File: config.mk
export PLATFORM = sky130hd
export DESIGN_NAME = fifo_burst_reader
export DESIGN_NICKNAME = d
export VERILOG_FILES = /design/src/rtl/fifo_burst_reader.sv
export SDC_FILE = /design/constraint.sdc
export NUM_CORES = 1
export LEC_CHECK = 0
export ABC_AREA = 1
export CAP_MARGIN = 20
export CORE_ASPECT_RATIO = 0.75
export CORE_UTILIZATION = 25
export DETAILED_ROUTE_END_ITERATION = 6
export HOLD_SLACK_MARGIN = 0.05
export PLACE_DENSITY = 0.49
export REMOVE_ABC_BUFFERS = 1
export SYNTH_ARGS = -nofsm -noshare
export SYNTH_HDL_FRONTEND = slang
export SYNTH_SLANG_ARGS = --single-unit
File: constraint.sdc
create_clock -name clk -period 2 [get_ports clk]
set_input_delay 0.5 -clock clk [delete_from_list [all_inputs] [get_ports clk]]
set_output_delay 0.5 -clock clk [all_outputs]
set_load 0.1 [all_outputs]
File: src/rtl/fifo_burst_reader.sv
// Drain side of a show-ahead FIFO: pops words and emits valid/ready bursts of up to
// BURST_LEN beats, closing a short burst after TIMEOUT consecutive empty cycles.
module fifo_burst_reader #(
  parameter int DATA_WIDTH = 32,
  parameter int BURST_LEN  = 8,
  parameter int TIMEOUT    = 16
) (
  input  logic                  clk,
  input  logic                  rst,
  input  logic                  i_fifo_empty,
  input  logic [DATA_WIDTH-1:0] i_fifo_rdata,
  output logic                  o_fifo_rd_en,
  output logic                  o_m_valid,
  output logic [DATA_WIDTH-1:0] o_m_data,
  output logic                  o_m_last,
  input  logic                  i_m_ready,
  output logic                  o_burst_done,
  output logic                  o_busy
);

  // state  | meaning
  // IDLE   | no burst open, hold stage empty
  // ACTIVE | burst open, newest word waits in hold stage
  // CLOSE  | burst ending, hold word leaves with last=1 when output frees
  typedef enum logic [1:0] {IDLE, ACTIVE, CLOSE} state_t;

  localparam int BW = $clog2(BURST_LEN + 1);
  localparam int IW = $clog2(TIMEOUT + 1);

  state_t                state_q, state_d;
  logic                  h_valid_q, h_valid_d;
  logic [DATA_WIDTH-1:0] h_data_q, h_data_d;
  logic                  o_valid_q, o_valid_d;
  logic [DATA_WIDTH-1:0] o_data_q, o_data_d;
  logic                  o_last_q, o_last_d;
  logic [BW-1:0]         beat_q, beat_d;
  logic [IW-1:0]         idle_q, idle_d;
  logic                  done_q, done_d;
  logic                  o_free;
  logic                  pop;

  always_comb begin
    state_d   = state_q;
    h_valid_d = h_valid_q;
    h_data_d  = h_data_q;
    o_valid_d = o_valid_q;
    o_data_d  = o_data_q;
    o_last_d  = o_last_q;
    beat_d    = beat_q;
    idle_d    = idle_q;
    done_d    = o_valid_q & i_m_ready & o_last_q;

    o_free = !o_valid_q | i_m_ready;
    pop    = !rst & !i_fifo_empty & (state_q != CLOSE) & (!h_valid_q | o_free);

    if (o_valid_q && i_m_ready) o_valid_d = 1'b0;

    // The held word's last flag is only known once its successor is popped.
    if (pop) begin
      h_valid_d = 1'b1;
      h_data_d  = i_fifo_rdata;
      idle_d    = '0;
      if (h_valid_q) begin
        o_valid_d = 1'b1;
        o_data_d  = h_data_q;
        o_last_d  = 1'b0;
      end
    end

    case (state_q)
      IDLE: begin
        if (pop) begin
          beat_d  = BW'(1);
          state_d = (BURST_LEN == 1) ? CLOSE : ACTIVE;
        end
      end
      ACTIVE: begin
        if (pop) begin
          beat_d = beat_q + BW'(1);
          if (beat_q + BW'(1) == BW'(BURST_LEN)) state_d = CLOSE;
        end else if (i_fifo_empty) begin
          if (idle_q == IW'(TIMEOUT - 1)) state_d = CLOSE;
          else                            idle_d  = idle_q + IW'(1);
        end
      end
      CLOSE: begin
        if (o_free) begin
          o_valid_d = 1'b1;
          o_data_d  = h_data_q;
          o_last_d  = 1'b1;
          h_valid_d = 1'b0;
          beat_d    = '0;
          idle_d    = '0;
          state_d   = IDLE;
        end
      end
      default: state_d = IDLE;
    endcase
  end

  always_ff @(posedge clk) begin
    if (rst) begin
      state_q   <= IDLE;
      h_valid_q <= 1'b0;
      h_data_q  <= '0;
      o_valid_q <= 1'b0;
      o_data_q  <= '0;
      o_last_q  <= 1'b0;
      beat_q    <= '0;
      idle_q    <= '0;
      done_q    <= 1'b0;
    end else begin
      state_q   <= state_d;
      h_valid_q <= h_valid_d;
      h_data_q  <= h_data_d;
      o_valid_q <= o_valid_d;
      o_data_q  <= o_data_d;
      o_last_q  <= o_last_d;
      beat_q    <= beat_d;
      idle_q    <= idle_d;
      done_q    <= done_d;
    end
  end

  // Outputs read as zero for the whole reset cycle, not just after the edge.
  assign o_fifo_rd_en = pop;
  assign o_m_valid    = o_valid_q & !rst;
  assign o_m_data     = rst ? '0 : o_data_q;
  assign o_m_last     = o_last_q & !rst;
  assign o_burst_done = done_q & !rst;
  assign o_busy       = !rst & ((state_q != IDLE) | o_valid_q);

endmodule
==> impl_metrics.py <==
metrics = {
    "run": {
        "max-cap-violations": 0,
    },
    "cells_and_area": {
        "fin_util_pct": 38.0,
        "design.final.nets": 571,
        "post_route_cells_drive_above_1_share_pct": 15.6,
        "syn_to_final_growth_pct": 48.3,
        "num-fill-cells": 1337,
        "final_cell_area_mm2": 0.00494,
        "fin_cells": 703,
        "seq_area_mm2": 0.00158,
        "multi_input_comb_area_mm2": 0.00142,
        "diodes": 0,
    },
    "floorplanning": {
        "floorplan.core_area_mm2": 0.0130,
        "placement_rows": 36,
        "floorplan.io_pins": 73,
        "die-area_mm2": 0.0138,
        "dieHeight_um": 102,
        "floorplan.initialDensity_pct": 25.6,
        "die_x_um": 135,
    },
    "global_routing": {
        "grt_use_total_pct": 12.8,
        "grt_start_max_net_pins": 65,
        "grt_antenna_before_repair": 0,
        "grt_pass1_vias": 2856,
        "overflow": 0,
        "grt_pass1_wl_um": 13600,
    },
    "routing": {
        "post_drt_wl_per_cell_um": 11.7,
        "routed-wl-met2_um": 3620,
        "route.detailed.drc": 0,
        "route.top_layer_used": "met4",
        "dr_total_vias": 3021,
        "detail_route.wirelength.met1_um": 4100,
        "via_count_normalized_by_instance_count": 4.30,
        "postRouteAntennaNets": 0,
        "initialDrtViolationCount": 137,
        "wl_met3_um": 409,
        "drtPass1Iterations": 4,
        "routed_wirelength_um": 8240,
    },
    "timing": {
        "finalHoldViolations": 0,
        "hold_slack_ns": 0.449,
        "fin_crit_ns": 1.96,
        "slew_violations": 0,
        "worst_clock_skew_ns": 0.00564,
        "timing.final.crit_share_pct": 97.8,
        "max_freq_mhz": 511,
        "setup_viol": 0,
        "tightest_slew_ns": 0.410,
        "relative_slew_slack_pct": 72.4,
    },
    "setup_path": {
        "cp.required_ns": 1.50,
        "rr_worst_depth": 13,
        "timing_worst_setup_path_type": "input port to output pin",
        "setup.worst_path.start_class": "input port",
        "critPathCaptureType": "output pin",
        "worstReg2RegEnd": "state_q[0]$_SDFFE_PP0P_",
        "timing.reg2reg.setup_slack_ns": 0.25,
        "critical_path.max_fanout": 2,
        "r2r-start": "state_q[0]$_SDFFE_PP0P_",
        "worst-endpoint-arrival_ns": 1.46,
    },
    "run_status": {
        "outcome": "finished clean",
    },
    "synthesis": {
        "synth_ff_type": "sky130_fd_sc_hd__dfxtp_1",
        "yosys.area.top_type": "sky130_fd_sc_hd__dfxtp_1",
        "synth-seq-cells": 79,
        "netlist_instances": 455,
        "syn-mean-instance-area_um2": 7.33,
        "synth_common_cells": "120 x sky130_fd_sc_hd__nor2_1, 79 x sky130_fd_sc_hd__dfxtp_1, 54 x sky130_fd_sc_hd__inv_1",
        "post_synth_instance_area_mm2": 0.00333,
        "synth.distinct_cells": 29,
        "yosysTopAreaCellShare_pct": 47.4,
        "synth-async-reset-ratio_pct": 0,
        "number_of_enable_type_register_cells_in_the_synthesized_netlist": 0,
        "synthTopCellsByArea": "sky130_fd_sc_hd__dfxtp_1 47%, sky130_fd_sc_hd__nor2_1 14%, sky130_fd_sc_hd__a21oi_1 6.6%",
        "yosysSeqAreaShare_pct": 47.4,
        "synth_most_common_cell": "sky130_fd_sc_hd__nor2_1",
        "synth_warnings": 0,
    },
    "cts": {
        "cts_tree": "done",
        "clk_root_buffer_cell": "sky130_fd_sc_hd__clkbuf_16",
        "clk_lat_worst_skew_ns": 0.33,
        "holdBufCountCts": 0,
        "cts-buffers-inserted": 9,
        "number_of_h_tree_levels": 3,
        "number_of_buffers_between_clock_root_and_the_deepest_sink": 2,
        "clock-sinks": 79,
        "clkSlewWorstSetupHoldPaths_ns": 0.06,
    },
    "placed_design": {
        "postPlaceCellArea_mm2": 0.00464,
        "numPlacedInstances": 686,
        "buffer_ports.inserted": 72,
        "hpwl_um": 5830,
        "finalWeightedCongestion": 0.716,
    },
    "power": {
        "cellLeakagePower_uw": 0.00199,
        "irDropWorstVdd_uv": 590,
        "power_switching_uw": 2670,
        "power.density_cell_area_mw_per_mm2": 1330,
        "p_seq_share_pct": 31.5,
        "power.share.combinational_pct": 45.1,
        "clockPowerShare_pct": 23.4,
        "p_int_uw": 3900,
        "power_switching_share_pct": 40.7,
    },
    "worst_hold_path": {
        "hold_path_end": "idle_q[4]$_SDFF_PP0_",
        "worstHoldPathCells": 2,
        "worstHoldPathType": "flop to flop",
        "worstHoldStart": "idle_q[4]$_SDFF_PP0_",
    },
}
==> metal layers <==
layer	GRT usage, %	vias to the layer above
met5	0	-
met4	4.24	0
met3	3.87	9
met2	20.2	69
met1	16.8	1359
li1	-	1584
==> power groups by stage <==
stage	registers, µW	logic (µW)	clock network [µW]
final	2070	2960	1540
after global routing	2110	3210	1670
after CTS	2070	2990	1590
after detailed placement	2100	2960	0
after global placement	2080	2920	0
after floorplan	2070	1960	0
==> how the worst max path moves through the flow <==
stage / from / to / slack, ns / depth (start not counted)
3_3_place_gp: i_m_ready / state_q[0]$_SDFFE_PP0P_ / -0.09 / 12
4_1_cts: i_fifo_empty / o_fifo_rd_en / 0.002 / 5
6_report: i_fifo_empty / o_fifo_rd_en / 0.04 / 5
5_1_grt: i_fifo_empty / o_fifo_rd_en / -0.00005 / 5
3_5_place_dp: i_m_ready / beat_q[1]$_SDFFE_PP0P_ / -0.12 / 11
2_1_floorplan: state_q[0]$_SDFFE_PP0P_ / o_busy / -0.61 / 3
==> cell families after synthesis <==
family	synth area share, %
AOI/OAI and AO/OA	17.9
xor gates and xnor gates	0.263
adders and majority gates	2.63
buffers and inverters	10.3
DFF	47.4
and+or+nand+nor	21.4
==> layout make-up <==
cell class / count / share of cell area, %
Timing Repair Buffer: 87 / 25.0
Sequential cell: 79 / 32.0
Clock buffer: 10 / 4.63
Clock inverter: 5 / 1.01
Multi-Input combinational cell: 295 / 28.7
Inverter: 56 / 4.30
Tap cell: 171 / 4.33
==> through the flow <==
stage	setup TNS [ns]	total power (µW)	setup WS, ns
floorplan	-9.89	4020	-0.611
CTS	0	6640	0.00164
global route	-0.0000534	6980	-0.0000534
detailed placement	-0.956	5060	-0.123
global placement	-0.566	5000	-0.0858
finish	0	6570	0.0444
==> flip-flops by register name (all words and copies together), names as in the netlist, 2 cells and up <==
register,cells
idle_q,5
state_q,2
h_data_q,32
beat_q,4
o_data_q,32
==> worst max-delay path, cell delays in order <==
cell and delay (ns):
sky130_fd_sc_hd__clkdlybuf4s50_1 0.44, sky130_fd_sc_hd__nor2_2 0.14, sky130_fd_sc_hd__nand3_4 0.10, sky130_fd_sc_hd__inv_4 0.10, sky130_fd_sc_hd__buf_12 0.17
==> layout by cell type, fill, tap and decap left out, drive strengths merged <==
master	count
clkinv	4
a21oi	44
nand3	8
dlygate4sd2	1
clkdlybuf4s50	33
xor2	1
dfxtp	79
inv	56
nand2	34
a211oi	2
ha	7
o21ai	70
nor4	1
buf	53
nor3	2
clkbuf	10
nand4	2
nor2	123
bufinv	1
nand3b	1
==> timing repair <==
action                                  CTS  global route
setup buffers                             2             0
endpoints found under the setup margin    2             2
endpoints found under the hold margin     0             0
pin swaps                                 0             3
gates resized for setup                   4             2
Note: power is estimated with default switching activity, not from simulation.
